$ cat config.mk
export PLATFORM = sky130hd
export DESIGN_NAME = ifetch_unit_flat
export DESIGN_NICKNAME = d
export VERILOG_FILES = /design/src/rtl/ifetch_if.sv /design/src/rtl/ifetch_unit.sv /design/src/flat_wrapper.sv
export SDC_FILE = /design/constraint.sdc
export NUM_CORES = 1
export LEC_CHECK = 0
export BUFFER_PORTS_ARGS = -buffer_cell sky130_fd_sc_hd__buf_2
export CAP_MARGIN = 40
export CORE_ASPECT_RATIO = 1.1
export CORE_UTILIZATION = 30
export DETAILED_ROUTE_END_ITERATION = 6
export PLACE_DENSITY = 0.49
export SETUP_SLACK_MARGIN = 0.02
export SYNTH_ARGS = -nofsm -noshare
export SYNTH_HDL_FRONTEND = slang
export SYNTH_SLANG_ARGS = --single-unit
$ cat constraint.sdc
create_clock -name clk -period 3.43 [get_ports clk]
set_input_delay 0.343 -clock clk [delete_from_list [all_inputs] [get_ports clk]]
set_output_delay 0.343 -clock clk [all_outputs]
set_load 0.005 [all_outputs]
$ cat src/rtl/ifetch_if.sv
`timescale 1ns/1ps
// ifetch_if: bundles the instruction-memory read port, the redirect request
// and the {pc, instr} consumer handshake of the fetch stage.
// master = fetch unit side, slave = memory/consumer/branch side.
interface ifetch_if #(
    parameter int DATA_W = 16,
    parameter int ADDR_W = 8
);
    logic              imem_rd;
    logic [ADDR_W-1:0] imem_addr;
    logic [DATA_W-1:0] imem_data;
    logic              redirect;
    logic [ADDR_W-1:0] redirect_pc;
    logic              out_valid;
    logic              out_ready;
    logic [DATA_W-1:0] out_instr;
    logic [ADDR_W-1:0] out_pc;

    modport master (
        output imem_rd,
        output imem_addr,
        input  imem_data,
        input  redirect,
        input  redirect_pc,
        output out_valid,
        input  out_ready,
        output out_instr,
        output out_pc
    );

    modport slave (
        input  imem_rd,
        input  imem_addr,
        output imem_data,
        output redirect,
        output redirect_pc,
        input  out_valid,
        output out_ready,
        input  out_instr,
        input  out_pc
    );
endinterface

$ cat src/rtl/ifetch_unit.sv
`timescale 1ns/1ps
// ifetch_unit: sequential PC generator reading a synchronous instruction
// memory, with a small prefetch FIFO feeding {pc, instr} to the decoder over
// valid/ready. A redirect flushes the FIFO and restarts fetch at redirect_pc.
// Issue is credit based (FIFO count + outstanding read < DEPTH), so the FIFO
// can never overflow.
// Optional feature: define IFETCH_PERF_CNT_EN to add the saturating
// perf_fetch / perf_stall counters.
module ifetch_unit #(
    parameter int                DATA_W   = 16,
    parameter int                ADDR_W   = 8,
    parameter int                DEPTH    = 4,
    parameter logic [ADDR_W-1:0] RESET_PC = {ADDR_W{1'b0}}
) (
    input  logic       clk,
    input  logic       reset,
    ifetch_if.master   bus
`ifdef IFETCH_PERF_CNT_EN
    ,
    output logic [15:0] perf_fetch,
    output logic [15:0] perf_stall
`endif
);
    localparam int                PTR_W   = $clog2(DEPTH);
    localparam int                CNT_W   = PTR_W + 1;
    localparam logic [CNT_W:0]    DEPTH_L = (CNT_W + 1)'(DEPTH);
    localparam logic [PTR_W-1:0]  PTR_ONE = PTR_W'(1);
    localparam logic [CNT_W-1:0]  CNT_ONE = CNT_W'(1);
    localparam logic [ADDR_W-1:0] PC_ONE  = ADDR_W'(1);

    localparam logic [0:0] ST_RUN  = 1'b0;
    localparam logic [0:0] ST_HOLD = 1'b1;

    logic [0:0]        r_state;
    logic [0:0]        w_state_nxt;
    logic [ADDR_W-1:0] r_pc;
    logic              r_inflight;
    logic [ADDR_W-1:0] r_inflight_pc;
    logic [DATA_W-1:0] r_fifo_instr [DEPTH];
    logic [ADDR_W-1:0] r_fifo_pc    [DEPTH];
    logic [PTR_W-1:0]  r_wr_ptr;
    logic [PTR_W-1:0]  r_rd_ptr;
    logic [CNT_W-1:0]  r_count;

    logic [CNT_W:0]    w_occupancy;
    logic              w_credit;
    logic              w_issue;
    logic              w_push;
    logic              w_pop;
    logic              w_out_valid;

    // Credits count both stored words and the read whose data arrives next cycle.
    assign w_occupancy = {1'b0, r_count} + {{CNT_W{1'b0}}, r_inflight};
    assign w_credit    = (w_occupancy < DEPTH_L);
    // The read strobe is held low while reset is asserted so it shows its reset value.
    assign w_issue     = ~reset & (r_state == ST_RUN) & w_credit & ~bus.redirect;
    // A word returning in a redirect cycle belongs to the old path and is dropped.
    assign w_push      = r_inflight & ~bus.redirect;
    assign w_out_valid = (r_count != {CNT_W{1'b0}});
    assign w_pop       = w_out_valid & bus.out_ready;

    assign bus.imem_rd   = w_issue;
    assign bus.imem_addr = r_pc;
    assign bus.out_valid = w_out_valid;
    assign bus.out_instr = r_fifo_instr[r_rd_ptr];
    assign bus.out_pc    = r_fifo_pc[r_rd_ptr];

    // Next fetch state: redirect always restarts RUN, otherwise stall on lack of credit.
    always_comb begin
        w_state_nxt = r_state;
        if (bus.redirect) begin
            w_state_nxt = ST_RUN;
        end else begin
            case (r_state)
                ST_RUN: begin
                    if (w_credit) begin
                        w_state_nxt = ST_RUN;
                    end else begin
                        w_state_nxt = ST_HOLD;
                    end
                end
                ST_HOLD: begin
                    if (w_credit) begin
                        w_state_nxt = ST_RUN;
                    end else begin
                        w_state_nxt = ST_HOLD;
                    end
                end
                default: w_state_nxt = ST_RUN;
            endcase
        end
    end

    // Fetch state register.
    always_ff @(posedge clk or posedge reset) begin
        if (reset) begin
            r_state <= ST_RUN;
        end else begin
            r_state <= w_state_nxt;
        end
    end

    // PC advance (modulo 2^ADDR_W) and tracking of the outstanding read.
    always_ff @(posedge clk or posedge reset) begin
        if (reset) begin
            r_pc          <= RESET_PC;
            r_inflight    <= 1'b0;
            r_inflight_pc <= RESET_PC;
        end else begin
            if (bus.redirect) begin
                r_pc <= bus.redirect_pc;
            end else if (w_issue) begin
                r_pc <= r_pc + PC_ONE;
            end
            r_inflight <= w_issue;
            if (w_issue) begin
                r_inflight_pc <= r_pc;
            end
        end
    end

    // FIFO storage: returned word is written at the tail together with its PC.
    always_ff @(posedge clk or posedge reset) begin
        if (reset) begin
            for (int i = 0; i < DEPTH; i++) begin
                r_fifo_instr[i] <= {DATA_W{1'b0}};
                r_fifo_pc[i]    <= {ADDR_W{1'b0}};
            end
        end else if (w_push) begin
            r_fifo_instr[r_wr_ptr] <= bus.imem_data;
            r_fifo_pc[r_wr_ptr]    <= r_inflight_pc;
        end
    end

    // FIFO pointers and occupancy; a redirect empties the queue.
    always_ff @(posedge clk or posedge reset) begin
        if (reset) begin
            r_wr_ptr <= {PTR_W{1'b0}};
            r_rd_ptr <= {PTR_W{1'b0}};
            r_count  <= {CNT_W{1'b0}};
        end else if (bus.redirect) begin
            r_wr_ptr <= {PTR_W{1'b0}};
            r_rd_ptr <= {PTR_W{1'b0}};
            r_count  <= {CNT_W{1'b0}};
        end else begin
            if (w_push) begin
                r_wr_ptr <= r_wr_ptr + PTR_ONE;
            end
            if (w_pop) begin
                r_rd_ptr <= r_rd_ptr + PTR_ONE;
            end
            case ({w_push, w_pop})
                2'b10:   r_count <= r_count + CNT_ONE;
                2'b01:   r_count <= r_count - CNT_ONE;
                default: r_count <= r_count;
            endcase
        end
    end

`ifdef IFETCH_PERF_CNT_EN
    // Saturating counters of read cycles and of stalled/starved cycles.
    always_ff @(posedge clk or posedge reset) begin
        if (reset) begin
            perf_fetch <= 16'h0000;
            perf_stall <= 16'h0000;
        end else begin
            if (w_issue && (perf_fetch != 16'hFFFF)) begin
                perf_fetch <= perf_fetch + 16'h0001;
            end
            if (((r_state == ST_HOLD) || (!w_out_valid && bus.out_ready)) &&
                (perf_stall != 16'hFFFF)) begin
                perf_stall <= perf_stall + 16'h0001;
            end
        end
    end
`endif

endmodule

$ cat src/flat_wrapper.sv
// flat-port wrapper written by rule: the top's interface ports become plain ports
module ifetch_unit_flat 
#(
    parameter int                DATA_W   = 16,
    parameter int                ADDR_W   = 8,
    parameter int                DEPTH    = 4,
    parameter logic [ADDR_W-1:0] RESET_PC = {ADDR_W{1'b0}}
)
  (clk, reset, bus_imem_rd, bus_imem_addr, bus_imem_data, bus_redirect, bus_redirect_pc, bus_out_valid, bus_out_ready, bus_out_instr, bus_out_pc);
  ifetch_if #(.DATA_W(DATA_W), .ADDR_W(ADDR_W)) bus_i ();
  input  logic clk;
  input  logic reset;
  output wire logic [$bits(bus_i.imem_rd)-1:0] bus_imem_rd;
  output wire logic [$bits(bus_i.imem_addr)-1:0] bus_imem_addr;
  input wire logic [$bits(bus_i.imem_data)-1:0] bus_imem_data;
  input wire logic [$bits(bus_i.redirect)-1:0] bus_redirect;
  input wire logic [$bits(bus_i.redirect_pc)-1:0] bus_redirect_pc;
  output wire logic [$bits(bus_i.out_valid)-1:0] bus_out_valid;
  input wire logic [$bits(bus_i.out_ready)-1:0] bus_out_ready;
  output wire logic [$bits(bus_i.out_instr)-1:0] bus_out_instr;
  output wire logic [$bits(bus_i.out_pc)-1:0] bus_out_pc;
  assign bus_imem_rd = bus_i.imem_rd;
  assign bus_imem_addr = bus_i.imem_addr;
  assign bus_i.imem_data = bus_imem_data;
  assign bus_i.redirect = bus_redirect;
  assign bus_i.redirect_pc = bus_redirect_pc;
  assign bus_out_valid = bus_i.out_valid;
  assign bus_i.out_ready = bus_out_ready;
  assign bus_out_instr = bus_i.out_instr;
  assign bus_out_pc = bus_i.out_pc;
  ifetch_unit #(.DATA_W(DATA_W), .ADDR_W(ADDR_W), .DEPTH(DEPTH), .RESET_PC(RESET_PC)) u_core (.clk(clk), .reset(reset), .bus(bus_i));
endmodule
## Word-level counts from Yosys, hierarchy flattened

Index checks and enable logic that the tools add are counted.
W data, S select, Z words.

- Flip-flop bits (word level): 121
- Input bits: 28
- Output and inout bits: 34
- Word-level logic and storage cells: 65

- Add/subtract/negate cells: 6
- Magnitude comparators: 4
- Eq/ne operators: 2
- Mux-type cells: 22
- Bitwise logic cells: 10
- Reduce and logical (&&, ||, !) cells: 6

Operators by type and width:

| cell | count |
|---|---|
| $bwmux W64 | 1 |
| $mux W16 | 3 |
| $mux W8 | 5 |
| $bmux W16 S2 | 1 |
| $bwmux W32 | 1 |
| $demux W16 S2 | 1 |
| $bmux W8 S2 | 1 |
| $demux W8 S2 | 1 |
| $add A8 B1 Y8 const B | 1 |
| $mux W2 | 4 |
| $ge A3 B3 Y1 const B | 2 |
| $not A2 Y3 | 2 |
| $pmux W3 S2 | 1 |
| $reduce_bool A2 Y1 | 3 |
| $reduce_bool A3 Y1 | 2 |
| $and A1 B1 Y1 | 5 |
| $add A2 B1 Y2 const B | 2 |
| $add A3 B1 Y4 | 1 |
| $lt A4 B3 Y1 const B | 1 |
| $add A3 B1 Y3 const B | 1 |
| $lt A3 B1 Y1 const B | 1 |
| $mux W3 | 1 |
| $not A1 Y1 | 3 |
| $sub A3 B1 Y3 const B | 1 |
| other kinds (4) | 5 |

## Depth between registers and ports, before layout

Gate-level depths: netlist of run 1.

- Depth in word-level cells: 6
- Depth in mapped cells: 9

## Worst setup path after synthesis of run 1

OpenSTA, ideal clock, no wires.

- Kind: register -> register
- From: reg u_core.r_count[1]
- To: reg u_core.r_count[2]
- Library setup time: 0.132 ns
- Data arrival time: 1.925 ns
- Setup slack: 1.373 ns
- Cell stages (with the launch flop): 8
- Buffers on the path: 0
- Period minus slack after synthesis: 2.057 ns
- Cell sequence: dfrtp_1 o31a_1 nor2b_1 fa_1 or2_2 mux2i_1 xnor2_1 nor2_1

- Longest elaborated chain between the ends: 5

Ends and longest elaborated chain:

| element | line | source |
|---|---|---|
| from (decl) | ifetch_unit.sv:43 | `logic [CNT_W-1:0] r_count;` |
| from (signal assigned) | ifetch_unit.sv:140 | `r_count <= {CNT_W{1'b0}};` |
| from (signal assigned) | ifetch_unit.sv:144 | `r_count <= {CNT_W{1'b0}};` |
| from (signal assigned) | ifetch_unit.sv:153 | `2'b10: r_count <= r_count + CNT_ONE;` |
| $reduce_bool A3 Y1 | ifetch_unit.sv:59 | `assign w_out_valid = (r_count != {CNT_W{1'b0}});` |
| $and A1 B1 Y1 | ifetch_unit.sv:60 | `assign w_pop = w_out_valid & bus.out_ready;` |
| $eq A2 B1 Y1 / $eq A2 B2 Y1 (equally long branches) | ifetch_unit.sv:152 | `case ({w_push, w_pop})` |
| $pmux W3 S2 | ifetch_unit.sv:152 |  |
| $mux W3 | ifetch_unit.sv:141 | `end else if (bus.redirect) begin` |

Several ways; a longest one is shown, not always the timed one.
A chain may end at the register's enable or synchronous reset.

## Worst setup path after layout of run 1

- From: reg u_core.r_inflight
- To: out bus_imem_rd

- Longest elaborated chain between the ends: 4

Ends and longest elaborated chain:

| element | line | source |
|---|---|---|
| from (decl) | ifetch_unit.sv:37 | `logic r_inflight;` |
| from (signal assigned) | ifetch_unit.sv:115 | `r_inflight <= w_issue;` |
| $add A3 B1 Y4 | ifetch_unit.sv:53 | `assign w_occupancy = {1'b0, r_count} + {{CNT_W{1'b0}}, r_inflight};` |
| $lt A4 B3 Y1 | ifetch_unit.sv:54 | `assign w_credit = (w_occupancy < DEPTH_L);` |
| $and A1 B1 Y1 (2 in series) | ifetch_unit.sv:56 | `assign w_issue = ~reset & (r_state == ST_RUN) & w_credit & ~bus.redirect;` |
| to (decl) | flat_wrapper.sv:13 | `output wire logic [$bits(bus_i.imem_rd)-1:0] bus_imem_rd;` |

Every way passes these cells.

==> results of run 1 <==
[per-stage QoR]
stage | instance area [um2] | instances | util | power [mW] | setup WS, ns
2_1_floorplan | 5360 | 343 | - | 3.05 | 1.37
3_3_place_gp | 5930 | 626 | 0.344 | 3.48 | 1.27
3_5_place_dp | 6000 | 629 | 0.348 | 3.56 | 1.21
4_1_cts | 6550 | 659 | 0.379 | 5.22 | 0.992
5_1_grt | 6550 | 659 | 0.379 | 5.47 | 0.943
6_report | 6550 | 659 | 0.379 | 5.13 | 1.03
[power breakdown]
part	internal [mW]	total, mW	switching, mW
combinational	0.841	1.33	0.486
sequential	1.88	2.18	0.304
clock	1.06	1.62	0.566
[sequential cells by signal, summed over array words and instances (netlist names)]
name                  count
u_core.r_fifo_instr      64
u_core.r_fifo_pc         32
u_core.bus.imem_addr      8
u_core.r_inflight_pc      8
u_core.r_count            3
u_core.r_rd_ptr           2
u_core.r_wr_ptr           2
u_core.r_inflight         1
u_core.r_state            1
[final timing paths]
kind                                                  start                             endpoint  depth (start not counted)
hold / removal                           bus_redirect_pc[4]  u_core.bus.imem_addr[4]$_DFFE_PP0P_                          3
setup reg to reg              u_core.r_count[1]$_DFFE_PP0P_        u_core.r_count[2]$_DFFE_PP0P_                          7
min in group asynchronous                             reset  u_core.bus.imem_addr[6]$_DFFE_PP0P_                          3
setup / recovery                u_core.r_inflight$_DFF_PP0_                          bus_imem_rd                          4
max in group asynchronous                             reset  u_core.r_fifo_instr[56]$_DFFE_PP0P_                          5
hold reg to reg            u_core.r_fifo_pc[14]$_DFFE_PP0P_     u_core.r_fifo_pc[14]$_DFFE_PP0P_                          1
[final cells by class]
type	instances	area (um2)	share of cell area
Tap cell	234	293	0.0447
Inverter	3	15.0	0.00229
Clock buffer	26	499	0.0762
Multi-Input combinational cell	200	2230	0.340
Clock inverter	3	40.0	0.00611
Timing Repair Buffer	72	448	0.0684
Sequential cell	121	3030	0.462
[worst max-delay path: cells and delay by family (launching register included)]
kind | cells | cell delay (ns)
simple gates | 2 | 0.67
flops | 1 | 0.47
compound gates | 1 | 0.31
buf+inv | 1 | 0.18
[routing by layer]
| metal | vias up | share of wire |
|---|---|---|
| met2 | 70 | 0.47 |
| li1 | 1401 | - |
| met1 | 1587 | 0.47 |
| met5 | - | 0 |
| met4 | 0 | 0.0089 |
| met3 | 10 | 0.050 |
[placed cells by master (no fill, tap or decap), drive strengths merged]
cell type	count
o31a	1
clkinvlp	1
a31o	1
nor4b	1
inv	2
nor2b	3
bufinv	1
nand4	1
fa	1
nor2	8
or2	1
ha	5
and2	1
nand2	16
xor2	4
xnor2	8
nor3	3
mux2i	3
mux2	107
clkbuf	26
nor4	3
o21ai	6
buf	71
dlygate4sd3	1
mux4	24
dfrtp	121
or3b	1
clkinv	2
or3	2
[cell families (layout without fill, tap and decap cells)]
logic type,Yosys count,count (layout),synth area share
fa+ha+maj,6,6,0.0154
buf+inv,22,104,0.0192
flops,121,121,0.565
compound gates,8,8,0.0105
mux,134,134,0.332
simple gates,40,40,0.0381
xor+xnor,12,12,0.0196
==> summary.txt, run 1 <==
Timing
  – Fmax: roughly 420 MHz
  – Slew Limit Headroom: 0.718
  – RSZ-0062 raised after global routing: no
  – Fin crit period: 2.40 ns
  – Final TNS setup: 0 ns
  – Final hold violations: 0
  – WHS: 0.143 ns
  – Worst-margin pin slew: between 0.4 and 0.5 ns
  – Tcrit/Tclk final: 0.698
  – Final setup fails: 0
  – Final Max Tran Viols: 0
  – Clock skew: approximately 0.0074 ns

Yosys
  – Syn. warnings: 0
  – Sequential-to-total area share from yosys stat: 0.565
  – Post-Syn Area: roughly 5400 um2
  – Asr flop ratio synth: 1.00
  – Count of flip-flops with a built-in enable after synthesis: 0
  – Synth Flop Type: dfrtp_1
  – Top cell type's share of synthesized area: 0.565
  – Mapped Cells: 343
  – Distinct cells, synth: 30
  – Top cells by area, synth: dfrtp_1, mux2_2, mux4_2, xnor2_1, ha_1
  – Commonest cells post-synth: dfrtp_1, mux2_2, mux4_2, nand2_1, buf_2
  – Synth Register Bits: roughly 120
  – Avg Inst Size Synth: roughly 16 um2
  – Net Count, Synth: between 300 and 400
  – Cell with the most instances after synthesis: dfrtp_1
  – Dominant cell type by area after synthesis: dfrtp_1

Drt
  – Via/cell ratio: about 4.7
  – Vias: 3068
  – Initial DRC Count: ~110
  – Final ANT Viol Nets: 0
  – DRC: 0
  – Post-Route WL: about 11000 um
  – DR pass1 iterations: 4
  – Routed len/inst: approximately 17 um

Clock tree
  – H-tree levels: 4
  – Post-CTS Setup Bufs: 0
  – Sink Count: 121
  – CTS tree: yes
  – CTS root buffer: clkbuf_16
  – Reg clk slew, reported paths: ~0.050 ns
  – Max clock buf depth: 2
  – Resized cells post-CTS: 0
  – Hold_buf cts: 1
  – CTS Buf Count: 17
  – Clock Latency Late Sink: slightly above 0.4 ns

Global routing
  – Grt met1 use: 0.172
  – Most used routing layer in global routing: met2
  – Vias in the first global route: approximately 3.3k
  – Total track usage: 0.133
  – First-pass GRT wire length: roughly 18000 um
  – Largest net degree at the start of global routing: 56
  – Met2 GRT Util: 0.205
  – Global route overflow: 0
  – Met3 usage: 0.0496
  – Initial antenna violation count: 0

Setup path
  – Worst-path fanout max: 10
  – CP cell instances: a31o_4 > or3_4 > nor2_4 > buf_2
  – Kind of critical path: flip-flop to primary output
  – Arrival @ worst endpoint: 2.05 ns
  – Setup crit start kind: flip-flop
  – Reg2reg setup slack: roughly 1.2 ns
  – Worst path slowest cell: dfrtp_1
  – Crit. End Element: primary output
  – Critical Path RT: a little over 3 ns
  – CP peak stage delay: about 0.47 ns

Power and ir drop
  – Static leakage: ~3 nW
  – PD cells: between 700 and 800 nW/um2
  – Worst vdd ir: just under 0.0004 V

Die
  – IO Count: slightly above 60
  – Core Region: ~17000 um2
  – Die X: approximately 130 um
  – Die height: around 140 um
  – Row Count: 50
  – Die Footprint: between 15000 and 20000 um2
  – Initial core utilization: 0.310

Placement
  – I/O Buffers: slightly above 60
  – Hpwl dp: approximately 7000 um
  – Placer Congestion: between 0.7 and 0.8

Job
  – Max-cap violation count: 0

Layout
  – Layout cells sized above 1: 0.548
  – Layout area overhead: 22.3%
  – # fillers: approximately 1.7k
  – NumNets Final: ~450
  – Antenna fix cells: 0

Worst hold path
  – Worst hold path class: primary input to flip-flop

Status
  – Status: finished clean
Power figures use the tool's default switching activity.
==> inputs of run 2 (changes only) <==
PLACE_DENSITY = 0.48   (was 0.49)
clock period = 2.3 ns   (was 3.43 ns; I/O delays follow)
==> run 2 against run 1 <==
Net effect:
- via count is 1.2% higher
- critical path type unchanged
- largest cell class unchanged
- die area stayed put
- routed wire length is 2.8% higher
- largest power group unchanged
==> summary.txt, run 2 (synthesis results as in run 1) <==
Clock tree
  – CTS Buf Count: 17
  – Sink Count: between 100 and 150
  – CTS root buffer: clkbuf_16
  – Resized cells post-CTS: 0
  – CTS tree: yes
  – Max clock buf depth: 2
  – H-tree levels: 4
  – Reg clk slew, reported paths: 0.05 ns
  – Clock Latency Late Sink: about 0.41 ns

Layout
  – Max reg flops: 64
  – Final cell count without fillers: ~660
  – Largest register by flop count: u_core.r_fifo_instr
  – Most common cell after layout, fill and taps aside: dfrtp_1
  – Layout area overhead: 22.4%
  – NumNets Final: 451
  – Antenna fix cells: 0
  – Biggest regs: u_core.r_fifo_instr x64, u_core.r_fifo_pc x32
  – Most frequent cells in the layout: dfrtp_1, mux2_2, buf_2, mux4_2, clkbuf_16
  – Layout cells sized above 1: 0.549

Placement
  – DP Worst Slack: approximately 0.21 ns
  – Hpwl dp: slightly below 7000 um
  – I/O Buffers: 61
  – DP Cell Count: 630
  – Placer Congestion: between 0.6 and 0.7

Timing
  – Final TNS setup: 0 ns
  – Final hold violations: 0
  – Worst-margin pin slew: roughly 0.64 ns
  – Final worst slack: 0.182 ns
  – Slew Limit Headroom: 0.573
  – Final Max Tran Viols: 0
  – Tcrit/Tclk final: 0.921
  – RSZ-0062 raised after global routing: no
  – Final setup fails: 0
  – Fmax: 472 MHz
  – WHS: 0.0386 ns
  – Clock skew: between 0.006 and 0.007 ns
  – Fin crit period: between 2 and 2.5 ns

Worst hold path
  – Worst hold path class: primary input to flip-flop
  – Hold Startpoint: bus_redirect_pc[4]

Power and ir drop
  – PD cells: approximately 1200 nW/um2
  – Static leakage: about 3.0 nW
  – Worst vdd ir: around 0.00055 V
  – Tot Pwr: just under 8 mW

Status
  – Status: finished clean

Job
  – Max-cap violation count: 0

Global routing
  – Most used routing layer in global routing: met2
  – Met3 usage: 0.0451
  – Initial antenna violation count: 0
  – Vias in the first global route: about 3.5k
  – Global route overflow: 0
  – Grt met1 use: 0.163
  – Largest net degree at the start of global routing: between 100 and 150
  – Met2 GRT Util: 0.222
  – First-pass GRT wire length: about 18000 um
  – Total track usage: 0.134

Die
  – Core Region: 17300 um2
  – Row Count: 50
  – Die height: 142 um
  – Die Footprint: approximately 18000 um2
  – IO Count: 62
  – Initial core utilization: 0.310
  – Die X: around 130 um

Drt
  – Via/cell ratio: between 4 and 5
  – DRC: 0
  – Initial DRC Count: between 90 and 100
  – Final ANT Viol Nets: 0
  – Post-Route WL: 11200 um
  – Vias: ~3.1k
  – Routed len/inst: around 17 um
  – DR pass1 iterations: 6

Setup path
  – Critical Path Source: u_core.r_inflight$_DFF_PP0_
  – CP peak stage delay: 0.42 ns
  – Arrival @ worst endpoint: 1.89 ns
  – Kind of critical path: flip-flop to primary output
  – CP cell instances: buf_4 > a31o_4 > or3_4 > nor2_4 > buf_2
  – Setup crit start kind: flip-flop
  – Crit. End Element: primary output
  – Reg2Reg Launch Point: u_core.r_count[1]$_DFFE_PP0P_
  – Critical Path RT: between 2 and 2.5 ns
  – Worst-path fanout max: 8
  – Worst path slowest cell: dfrtp_1
[run 2: area by class of cell]
class / instances / area, um2
clock buffers: 28 / 517
clock inverters: 2 / 35.0
well taps: 234 / 293
repair buffers: 74 / 443
flip-flops and latches: 121 / 3030
inverters: 3 / 15.0
fillers: 1671 / 10700
multi-input cells: 200 / 2230
[run 2: path summary, 6_finish.rpt]
kind	depth (start not counted)	endpoint	slack (ns)
max	5	bus_imem_rd	0.18
min	3	u_core.bus.imem_addr[4]$_DFFE_PP0P_	0.04
max reg2reg	7	u_core.r_count[2]$_DFFE_PP0P_	0.23
min reg2reg	1	u_core.r_fifo_pc[15]$_DFFE_PP0P_	0.50
max in group asynchronous	4	u_core.r_rd_ptr[0]$_DFFE_PP0P_	1.09
min in group asynchronous	3	u_core.r_count[0]$_DFFE_PP0P_	0.31
[run 2: timing repair]
item                                   4_1_cts  5_1_grt
hold buffers                                 1        0
endpoints found under the hold margin        6        0
buffers inserted                             1        0
setup endpoints to repair                    1        0
[run 2: power by group]
| part | internal (mW) | switching, mW |
|---|---|---|
| clock | 1.61 | 0.844 |
| sequential | 2.80 | 0.431 |
| combinational | 1.26 | 0.737 |
| total | 5.68 | 2.01 |
[run 2: worst max-delay path, delay by kind of cell (launching register included)]
kind                   cells  cell delay [ns]
flip-flops                 1             0.42
buffers and inverters      2             0.29
AND/OR/NAND/NOR            2             0.50
AO/OA/AOI/OAI              1             0.27
[run 2: routing by layer]
layer / routed length, um / part of all wire / vias to the layer above
met1: 5060 / 0.45 / 1615
met3: 521 / 0.047 / 9
met5: 0 / 0 / -
li1: - / - / 1409
met2: 5480 / 0.49 / 72
met4: 123 / 0.011 / 0
[run 2: stage by stage]
stage               utilization  cell area, um2
global placement          0.347            5990
finish                    0.380            6560
detailed placement        0.347            5990
global route              0.380            6560
CTS                       0.380            6560
floorplan                     -            5360
==> inputs of run 3 (changes only) <==
PLACE_DENSITY = 0.49   (was 0.48)
clock period = 1.9 ns   (was 2.3 ns; I/O delays follow)
==> run 3 against run 2 <==
Net effect:
- the flow now finishes with violations (setup timing)
- routed wire length hardly changed
- worst setup slack got worse by 0.22 ns
- largest power group unchanged
- clock-buffer cell count shrank 9
- first-iteration DRC count did not move
==> summary.txt, run 3 (synthesis results as in run 1) <==
Drt
  – DRC: 0
  – DR pass1 iterations: 4
  – Post-Route WL: 11200 um
  – Initial DRC Count: 93
  – Via/cell ratio: 4.64
  – Routed len/inst: about 16 um
  – Vias: 3204
  – Final ANT Viol Nets: 0

Setup path
  – Setup crit start kind: flip-flop
  – Critical Path RT: around 1.7 ns
  – Crit. End Element: primary output
  – Arrival @ worst endpoint: between 1.5 and 2 ns
  – Kind of critical path: flip-flop to primary output
  – Worst-path fanout max: 3

Timing
  – RSZ-0062 raised after global routing: yes
  – Tcrit/Tclk final: 1.02
  – Fmax: 517 MHz
  – Worst-margin pin slew: roughly 0.57 ns
  – Final hold violations: 0
  – Slew Limit Headroom: 0.622
  – Fin crit period: roughly 1.9 ns
  – Final setup fails: 3
  – Clock skew: around 0.0056 ns
  – Final worst slack: -0.0339 ns
  – Final Max Tran Viols: 0

Placement
  – I/O Buffers: between 60 and 70
  – Dpl cell area: approximately 6000 um2
  – DP Cell Count: 643
  – Placer Congestion: 0.731
  – Hpwl dp: 7400 um

Die
  – IO Count: 62
  – Die X: around 130 um
  – Die Footprint: about 18000 um2
  – Initial core utilization: 0.310
  – Die height: approximately 140 um
  – Row Count: 50
  – Core Region: 17300 um2

Layout
  – Multi-input logic area: roughly 2200 um2
  – Final cell count without fillers: 690
  – Biggest regs: u_core.r_fifo_instr x64, u_core.r_fifo_pc x32
  – Layout cells sized above 1: 0.588
  – Max reg flops: between 60 and 70
  – Layout area overhead: 30.8%
  – NumNets Final: around 480
  – Post-route cell area: about 7000 um2
  – Antenna fix cells: 0
  – # fillers: between 1.5k and 2k
  – Most frequent cells in the layout: dfrtp_1, mux2_2, buf_2, mux4_2, buf_4
  – Largest register by flop count: u_core.r_fifo_instr
  – Seq. cell area: about 3000 um2
  – Most common cell after layout, fill and taps aside: dfrtp_1

Clock tree
  – CTS tree: yes
  – Reg clk slew, reported paths: 0.06 ns
  – CTS root buffer: clkbuf_16
  – Sink Count: roughly 120
  – H-tree levels: 4
  – Max clock buf depth: 2
  – Clock Latency Late Sink: a little over 0.4 ns
  – CTS Buf Count: 17

Worst hold path
  – Worst hold path class: primary input to flip-flop

Power and ir drop
  – Static leakage: about 3.2 nW
  – PD cells: roughly 1500 nW/um2
  – Tot Pwr: roughly 10 mW
  – Worst vdd ir: between 0.0007 and 0.0008 V

Status
  – Failing checks: setup timing
  – Status: finished, violations left

Job
  – Max-cap violation count: 0

Global routing
  – Initial antenna violation count: 0
  – Largest net degree at the start of global routing: 39
  – First-pass GRT wire length: around 18000 um
  – Global route overflow: 0
  – Total track usage: 0.135
  – Vias in the first global route: roughly 3.5k
-- run 3: cell count changes in the layout (fill, tap and decap cells not counted), sizes merged --
| cell | previous run | this run |
|---|---|---|
| buf | 73 | 94 |
| bufinv | 1 | 6 |
| clkbuf | 28 | 19 |
| clkinv | 1 | 4 |
| clkinvlp | 1 | 4 |
| dlygate4sd3 | 1 | 6 |
-- run 3: final timing paths --
| path | startpoint | end | slack, ns | cells past startpoint |
|---|---|---|---|---|
| worst max-delay path | u_core.r_count[2]$_DFFE_PP0P_ | bus_imem_rd | -0.03 | 5 |
| worst min-delay path | bus_redirect_pc[3] | u_core.bus.imem_addr[3]$_DFFE_PP0P_ | 0.01 | 3 |
| worst max register to register | u_core.r_count[0]$_DFFE_PP0P_ | u_core.r_count[2]$_DFFE_PP0P_ | -0.02 | 7 |
| worst min register to register | u_core.r_fifo_instr[29]$_DFFE_PP0P_ | u_core.r_fifo_instr[29]$_DFFE_PP0P_ | 0.50 | 1 |
| max in group asynchronous | reset | u_core.r_fifo_pc[20]$_DFFE_PP0P_ | 0.91 | 4 |
| min in group asynchronous | reset | u_core.r_inflight_pc[1]$_DFFE_PP0P_ | 0.42 | 3 |
-- run 3: cell type report --
type / count / share of cell area
Timing Repair Buffer: 100 / 0.106
Multi-Input combinational cell: 200 / 0.321
Clock buffer: 19 / 0.0647
Inverter: 3 / 0.00214
Sequential cell: 121 / 0.432
Tap cell: 234 / 0.0418
Clock inverter: 13 / 0.0318
-- run 3: metrics by stage --
stage | hold slack (ns) | TNS [ns] | worst slack [ns] | utilization
after floorplan | 0.311 | -0.0677 | -0.0677 | -
after global placement | 0.302 | 0 | 0.0120 | 0.357
after detailed placement | 0.312 | 0 | 0.00274 | 0.357
after CTS | 0.000673 | -0.473 | -0.0901 | 0.404
after global routing | 0.0114 | -1.28 | -0.111 | 0.406
final | 0.0121 | -0.0591 | -0.0339 | 0.406
-- run 3: timing repair --
action	4_1_cts	5_1_grt
pin swaps	5	2
resized for setup	3	6
hold endpoints to repair	24	0
gates cloned	0	0
setup endpoints to repair	25	33
setup buffers	8	1
hold buffers	6	0
-- run 3: power by group --
group / total, mW / internal, mW / switching [mW]
sequential: 3.90 / 3.39 / 0.508
clock: 3.66 / 2.52 / 1.14
combinational: 2.68 / 1.72 / 0.957
-- run 3: critical path, cell delays in order (launching register included) --
cell and delay, ns:
dfrtp_1 0.39, buf_6 0.13, a31o_4 0.20, or3_4 0.36, nor2_4 0.12, buf_2 0.13
-- run 3: metal layers --
layer / routed length, um / global-route usage / part of all wire / vias to the layer above
li1: - / - / - / 1463
met1: 5210 / 0.174 / 0.47 / 1664
met2: 5350 / 0.214 / 0.48 / 67
met3: 520 / 0.0455 / 0.046 / 10
met4: 109 / 0.0422 / 0.0097 / 0
met5: 0 / 0 / 0 / -
